==> config.mk <==
export PLATFORM = sky130hd
export DESIGN_NAME = pat_seq_det
export DESIGN_NICKNAME = d
export VERILOG_FILES = /design/src/rtl/seq_det_pkg.sv /design/src/rtl/pat_seq_det_hit_counter.sv /design/src/rtl/pat_seq_det.sv
export SDC_FILE = /design/constraint.sdc
export NUM_CORES = 1
export LEC_CHECK = 0
export BUFFER_PORTS_ARGS = -buffer_cell sky130_fd_sc_hd__buf_2
export CAP_MARGIN = 10
export CORE_MARGIN = 4
export CORE_UTILIZATION = 49
export CTS_CLUSTER_SIZE = 10
export DETAILED_ROUTE_END_ITERATION = 10
export PLACE_DENSITY_LB_ADDON = 0.12
export RECOVER_POWER = 50
export SYNTH_ARGS = -nofsm -noshare
export SYNTH_HDL_FRONTEND = slang
export SYNTH_HIERARCHICAL = 1
export SYNTH_SLANG_ARGS = --single-unit
==> constraint.sdc <==
create_clock -name CLK -period 2.6 [get_ports CLK]
set_clock_uncertainty 0.15 [all_clocks]
set_input_delay 0.52 -clock CLK [delete_from_list [all_inputs] [get_ports CLK]]
set_output_delay 0.52 -clock CLK [all_outputs]
set_load 0.05 [all_outputs]
==> src/rtl/seq_det_pkg.sv <==
// Shared definitions for the serial pattern detector: detector phase encoding,
// default constants and parameter legality helpers.
package seq_det_pkg;

  typedef enum logic {
    ST_FILLING = 1'b0,
    ST_ARMED   = 1'b1
  } det_state_t;

  localparam int         PAT_LEN_DEF = 4;
  localparam logic [3:0] PAT_RST_DEF = 4'b1001;
  localparam int         CNT_W_DEF   = 3;
  localparam int         THR_DEF     = 3;

  // The detector is armed once the history holds a full pattern's worth of bits.
  function automatic det_state_t det_state(input int fill, input int pat_len);
    return (fill >= pat_len) ? ST_ARMED : ST_FILLING;
  endfunction

  function automatic bit pat_len_ok(input int n);
    return (n >= 2) && (n <= 16);
  endfunction

  function automatic bit cnt_w_ok(input int w);
    return (w >= 1) && (w <= 30);
  endfunction

  function automatic bit thr_ok(input int thr, input int w);
    return (thr >= 1) && (thr <= ((1 << w) - 1));
  endfunction

endpackage

==> src/rtl/pat_seq_det_hit_counter.sv <==
// Saturating match counter with threshold flag Z2.
// Build option SEQDET_AUTO_CLR_EN turns Z2 into a one-cycle pulse per THR matches.
module hit_counter
  import seq_det_pkg::*;
#(
  parameter int CNT_W = CNT_W_DEF,
  parameter int THR   = THR_DEF
) (
  input  logic             CLK,
  input  logic             RST,
  input  logic             CLR,
  input  logic             INC,
  output logic [CNT_W-1:0] CNT,
  output logic             Z2
);

  localparam logic [CNT_W-1:0] CNT_MAX = '1;
  localparam logic [CNT_W-1:0] THR_C   = CNT_W'(THR);
  localparam logic [CNT_W-1:0] CNT_ONE = CNT_W'(1);

  if (!cnt_w_ok(CNT_W)) begin : g_bad_cnt_w
    $error("hit_counter: CNT_W out of range");
  end
  if (!thr_ok(THR, CNT_W)) begin : g_bad_thr
    $error("hit_counter: THR out of range");
  end

  logic [CNT_W-1:0] r_cnt;
  logic             r_z2;
  logic [CNT_W-1:0] w_cnt_nxt;
  logic             w_z2_nxt;
  logic [CNT_W-1:0] w_cnt_inc;

  assign w_cnt_inc = (r_cnt == CNT_MAX) ? CNT_MAX : r_cnt + CNT_ONE;

  always_comb begin
    w_cnt_nxt = r_cnt;
    w_z2_nxt  = r_z2;
    if (CLR) begin
      w_cnt_nxt = '0;
      w_z2_nxt  = 1'b0;
    end
`ifdef SEQDET_AUTO_CLR_EN
    // Reaching THR wraps the count; a match landing on the wrap counts as the first of the next batch.
    else if (r_cnt == THR_C) begin
      w_cnt_nxt = INC ? CNT_ONE : '0;
      w_z2_nxt  = INC && (THR_C == CNT_ONE);
    end
`endif
    else if (INC) begin
      w_cnt_nxt = w_cnt_inc;
      w_z2_nxt  = (w_cnt_inc >= THR_C);
    end
  end

  always_ff @(posedge CLK) begin
    if (RST) begin
      r_cnt <= '0;
      r_z2  <= 1'b0;
    end else begin
      r_cnt <= w_cnt_nxt;
      r_z2  <= w_z2_nxt;
    end
  end

  assign CNT = r_cnt;
  assign Z2  = r_z2;

endmodule

==> src/rtl/pat_seq_det.sv <==
// Serial pattern detector with runtime-loadable pattern, overlap control and hit counter.
// Build option SEQDET_AUTO_CLR_EN (inside hit_counter) selects auto-clearing threshold pulses.
//
// Handshake: a bit on X is consumed on a posedge only when X_VLD=1 and PAT_LD=0; there is no
// back-pressure, the detector accepts every qualified bit.
module pat_seq_det
  import seq_det_pkg::*;
#(
  parameter int                 PAT_LEN = PAT_LEN_DEF,
  parameter logic [PAT_LEN-1:0] PAT_RST = PAT_LEN'(PAT_RST_DEF),
  parameter int                 CNT_W   = CNT_W_DEF,
  parameter int                 THR     = THR_DEF
) (
  input  logic               CLK,
  input  logic               RST,
  input  logic               X,
  input  logic               X_VLD,
  input  logic [PAT_LEN-1:0] PAT,
  input  logic               PAT_LD,
  input  logic               OVL,
  input  logic               CLR,
  output logic               Z1,
  output logic               Z2,
  output logic [CNT_W-1:0]   CNT
);

  localparam int                FILL_W    = $clog2(PAT_LEN + 1);
  localparam logic [FILL_W-1:0] FILL_FULL = FILL_W'(PAT_LEN);
  localparam logic [FILL_W-1:0] FILL_ONE  = FILL_W'(1);

  if (!pat_len_ok(PAT_LEN)) begin : g_bad_pat_len
    $error("pat_seq_det: PAT_LEN out of range");
  end

  logic [PAT_LEN-1:0] r_pat;
  logic [PAT_LEN-1:0] r_hist;
  logic [FILL_W-1:0]  r_fill;
  logic               r_z1;

  logic [PAT_LEN-1:0] w_pat_nxt;
  logic [PAT_LEN-1:0] w_hist_nxt;
  logic [FILL_W-1:0]  w_fill_nxt;
  logic               w_z1_nxt;
  logic               w_match;
  logic [PAT_LEN-1:0] w_shift;
  logic [FILL_W-1:0]  w_fill_inc;
  det_state_t         w_det_state;
  logic               w_unused_hist_msb;

  assign w_det_state = det_state(int'(r_fill), PAT_LEN);
  assign w_shift     = {r_hist[PAT_LEN-2:0], X};
  assign w_fill_inc  = (w_det_state == ST_ARMED) ? FILL_FULL : r_fill + FILL_ONE;
  // The oldest history bit only becomes visible in the register; matching uses the shifted view.
  assign w_unused_hist_msb = r_hist[PAT_LEN-1];

  always_comb begin
    w_pat_nxt  = r_pat;
    w_hist_nxt = r_hist;
    w_fill_nxt = r_fill;
    w_z1_nxt   = 1'b0;
    w_match    = 1'b0;
    if (PAT_LD) begin
      w_pat_nxt  = PAT;
      w_fill_nxt = '0;
    end else if (X_VLD) begin
      w_hist_nxt = w_shift;
      w_match    = (w_fill_inc == FILL_FULL) && (w_shift == r_pat);
      w_z1_nxt   = w_match;
      // Non-overlapping mode discards the matched bits so the next hit needs a fresh pattern.
      w_fill_nxt = (w_match && !OVL) ? '0 : w_fill_inc;
    end
  end

  always_ff @(posedge CLK) begin
    if (RST) begin
      r_pat  <= PAT_RST;
      r_hist <= '0;
      r_fill <= '0;
      r_z1   <= 1'b0;
    end else begin
      r_pat  <= w_pat_nxt;
      r_hist <= w_hist_nxt;
      r_fill <= w_fill_nxt;
      r_z1   <= w_z1_nxt;
    end
  end

  assign Z1 = r_z1;

  hit_counter #(
    .CNT_W (CNT_W),
    .THR   (THR)
  ) u_hit_counter (
    .CLK (CLK),
    .RST (RST),
    .CLR (CLR),
    .INC (w_match),
    .CNT (CNT),
    .Z2  (Z2)
  );

endmodule

==> impl_metrics.csv <==
group,metric,value,unit
min_path,hp-class,"in2reg",
cts,cts_root_buf,"clkbuf_4",
grt,antenna_found_initial,0,
critical_path,r2r-start,"r_fill[0]",
cells_and_area,layout_common_cells,"15 x dfxtp_1, 13 x buf_2, 8 x a21oi_1",
critical_path,worstPathCellList,"inv_1, ha_1, and2b_2, o211ai_1, nor2_1, nor2_1, a2111oi_1",
die,die-area,0.00204,mm^2
critical_path,path_delay_family,"simple AND/OR/NAND/NOR gates",
sta,fmax,472,MHz
sta,setup_tns,0,ns
power_and_ir_drop,irDropWorstVdd,0.000300,V
cells_and_area,antenna_cells,0,
critical_path,critPathRequiredTime,2.62,ns
critical_path,cp-startpoint,"r_fill[0]",
cts,clk_latency,0.28,ns
sta,timing.final.crit_share,81.4,%
sta,fin_ws,0.484,ns
drt,drt-pass1-iter-count,4,
placement,dp_hpwl,883,um
critical_path,max_stage_delay,0.40,ns
sta,setup_viol,0,
drt,viasPerCell,5.17,
critical_path,cpMostUsedCell,"nor2_1",
sta,slew_headroom,61.1,%
grt,globalRoute.totalOverflow,0,
cts,post_cts_resized,0,
critical_path,cp-endpoint,"u_hit_counter/CNT[1]",
sta,maxSlewViolCount,0,
yosys,postSynthCellCount,72,
yosys,synth_warnings,6,
sta,rsz0062_at_grt,"no",
cells_and_area,fin_util,59.9,%
critical_path,r2r_slack,0.48,ns
drt,first_iter_violations,6,
yosys,synth_area,677,um^2
run,maxCapViolations,0,
grt,grt_usage,14.2,%
critical_path,cp_num_cells,7,
grt,grt_pass1_vias,501,
cells_and_area,area_growth,15.2,%
yosys,synth_fp_nets,86,
outcome,status,"finished, final reports clean",
sta,worst_pin_slew,0.587,ns
cts,clk_pin_slew,0.09,ns
sta,min_period,2.12,ns
drt,ant_nets,0,
yosys,ys_ff_latch,15,
drt,wire_per_inst,11.5,um
critical_path,critPathKind,"reg2reg",
cells_and_area,drive_gt1_share,20.2,%
critical_path,crit_arrival,2.13,ns
die,die_width,45.2,um
critical_path,path_buf_inv,1,
cts,clock_path_buffers,2,
yosys,seq_area_frac_synth,44.4,%
cells_and_area,final_common_cell,"dfxtp_1",
critical_path,cp-start-kind,"register",
placement,io_buffers,15,
placement,post-place-ws,0.427,ns
drt,dr_total_vias,538,
die,core_area,0.00130,mm^2
drt,drc,0,
grt,grt_pass1_wl,2.08,mm
grt,grt_start_max_net_pins,16,
critical_path,crit_slowest_cell,"dfxtp_1",
die,ioPinCount,16,
yosys,syn_avg_cell_area,9.40,um^2
yosys,synth.distinct_cells,26,
cts,cts_setup_buffers,0,
cells_and_area,fill_cells,124,
placement,gp_congestion,0.808,
sta,finalHoldViolCount,0,
cts,cts_tree,"yes",
die,rows,13,
critical_path,r2r_cells,7,
drt,totalWireLength,1.20,mm
cts,htree_num_levels,1,
cells_and_area,num-nets-final,104,
die,initial_core_util,52.0,%
cts,postCtsHoldBufs,0,
critical_path,endpoint_kind,"register",
cts,cts_inserted_buffers,3,
power_and_ir_drop,p_leak,0.313,nW
critical_path,path_max_fanout,7,
cts,clock-sinks,15,
power_and_ir_drop,power_density,524,mW/mm^2
critical_path,r2r-end,"u_hit_counter/CNT[1]",
die,die-height,45.2,um
[how the worst min path moves through the flow]
stage / slack (ns) / end / cells past startpoint / start
after detailed placement: 0.31 / r_hist[2] / 2 / r_hist[2]
after floorplan: 0.30 / r_hist[2] / 2 / r_hist[2]
after global placement: 0.31 / r_hist[2] / 2 / r_hist[2]
after global routing: 0.29 / r_pat[0] / 2 / PAT[0]
final: 0.29 / r_pat[0] / 2 / PAT[0]
after CTS: 0.28 / r_pat[0] / 2 / PAT[0]
[stage by stage]
| stage | instances | instance area [um^2] | hold slack [ns] | power (W) |
|---|---|---|---|---|
| after floorplan | 72 | 677 | 0.299 | 0.000268 |
| after global placement | 100 | 756 | 0.314 | 0.000281 |
| after detailed placement | 100 | 756 | 0.315 | 0.000281 |
| after CTS | 104 | 782 | 0.280 | 0.000415 |
| after global routing | 104 | 779 | 0.286 | 0.000427 |
| final | 104 | 779 | 0.287 | 0.000409 |
[power by group]
group	leakage [nW]	switching, W	internal [W]	total, W
clock	0.0150	0.0000739	0.0000595	0.000133
sequential	0.122	0.00000454	0.000236	0.000240
combinational	0.176	0.0000179	0.0000170	0.0000349
[cell families after synthesis]
family	after synthesis	share of synthesized area, %
adder cells (fa/ha/maj)	3	5.55
buffers and inverters	5	3.88
AO/OA/AOI/OAI	17	18.1
flip-flops	15	44.4
AND/OR/NAND/NOR	26	20.0
XOR/XNOR	4	5.18
multiplexers	2	2.96
[layer usage]
metal / wire (um) / track usage [%] / vias up
li1: - / - / 289
met5: 0 / 0 / -
met1: 608 / 18.5 / 241
met2: 533 / 19.5 / 6
met4: 15 / 12.3 / 0
met3: 43 / 2.79 / 2
[flip-flops by register name, indices dropped and copies added (netlist names)]
name and count:
Z1 1, r_fill 3, r_hist 3, r_pat 4, u_hit_counter/CNT 3, u_hit_counter/Z2 1
[cell type report]
cell class | count | area (um^2) | area share (%)
clock buffer | 4 | 26.3 | 3.37
inverter | 3 | 11.3 | 1.44
multi-input combinational | 52 | 350 | 44.9
sequential | 15 | 300 | 38.5
tap | 15 | 18.8 | 2.41
timing repair buffer | 15 | 72.6 | 9.31
[Yosys cell counts]
cell | n | share of area [%]
xnor2_1 | 4 | 5.2
o21ai_0 | 1 | 0.74
a2111oi_2 | 1 | 2.2
nand2_1 | 6 | 3.3
inv_1 | 3 | 1.7
and2b_2 | 1 | 1.3
o2111ai_1 | 1 | 1.3
nor3_1 | 5 | 3.7
mux2i_1 | 2 | 3.0
nor2_1 | 6 | 3.3
a21oi_1 | 8 | 5.9
nor4_1 | 1 | 0.92
a21boi_0 | 1 | 1.1
a211o_1 | 2 | 2.6
and3b_1 | 1 | 1.3
and2b_1 | 1 | 1.1
o41a_1 | 1 | 1.7
o211ai_1 | 1 | 1.1
a2111oi_1 | 1 | 1.5
dfxtp_1 | 15 | 44
nand2b_1 | 1 | 0.92
nor3b_1 | 2 | 2.2
clkbuf_1 | 1 | 0.55
ha_1 | 3 | 5.5
buf_6 | 1 | 1.7
nor2b_1 | 2 | 1.8
Power figures use the tool's default switching activity.
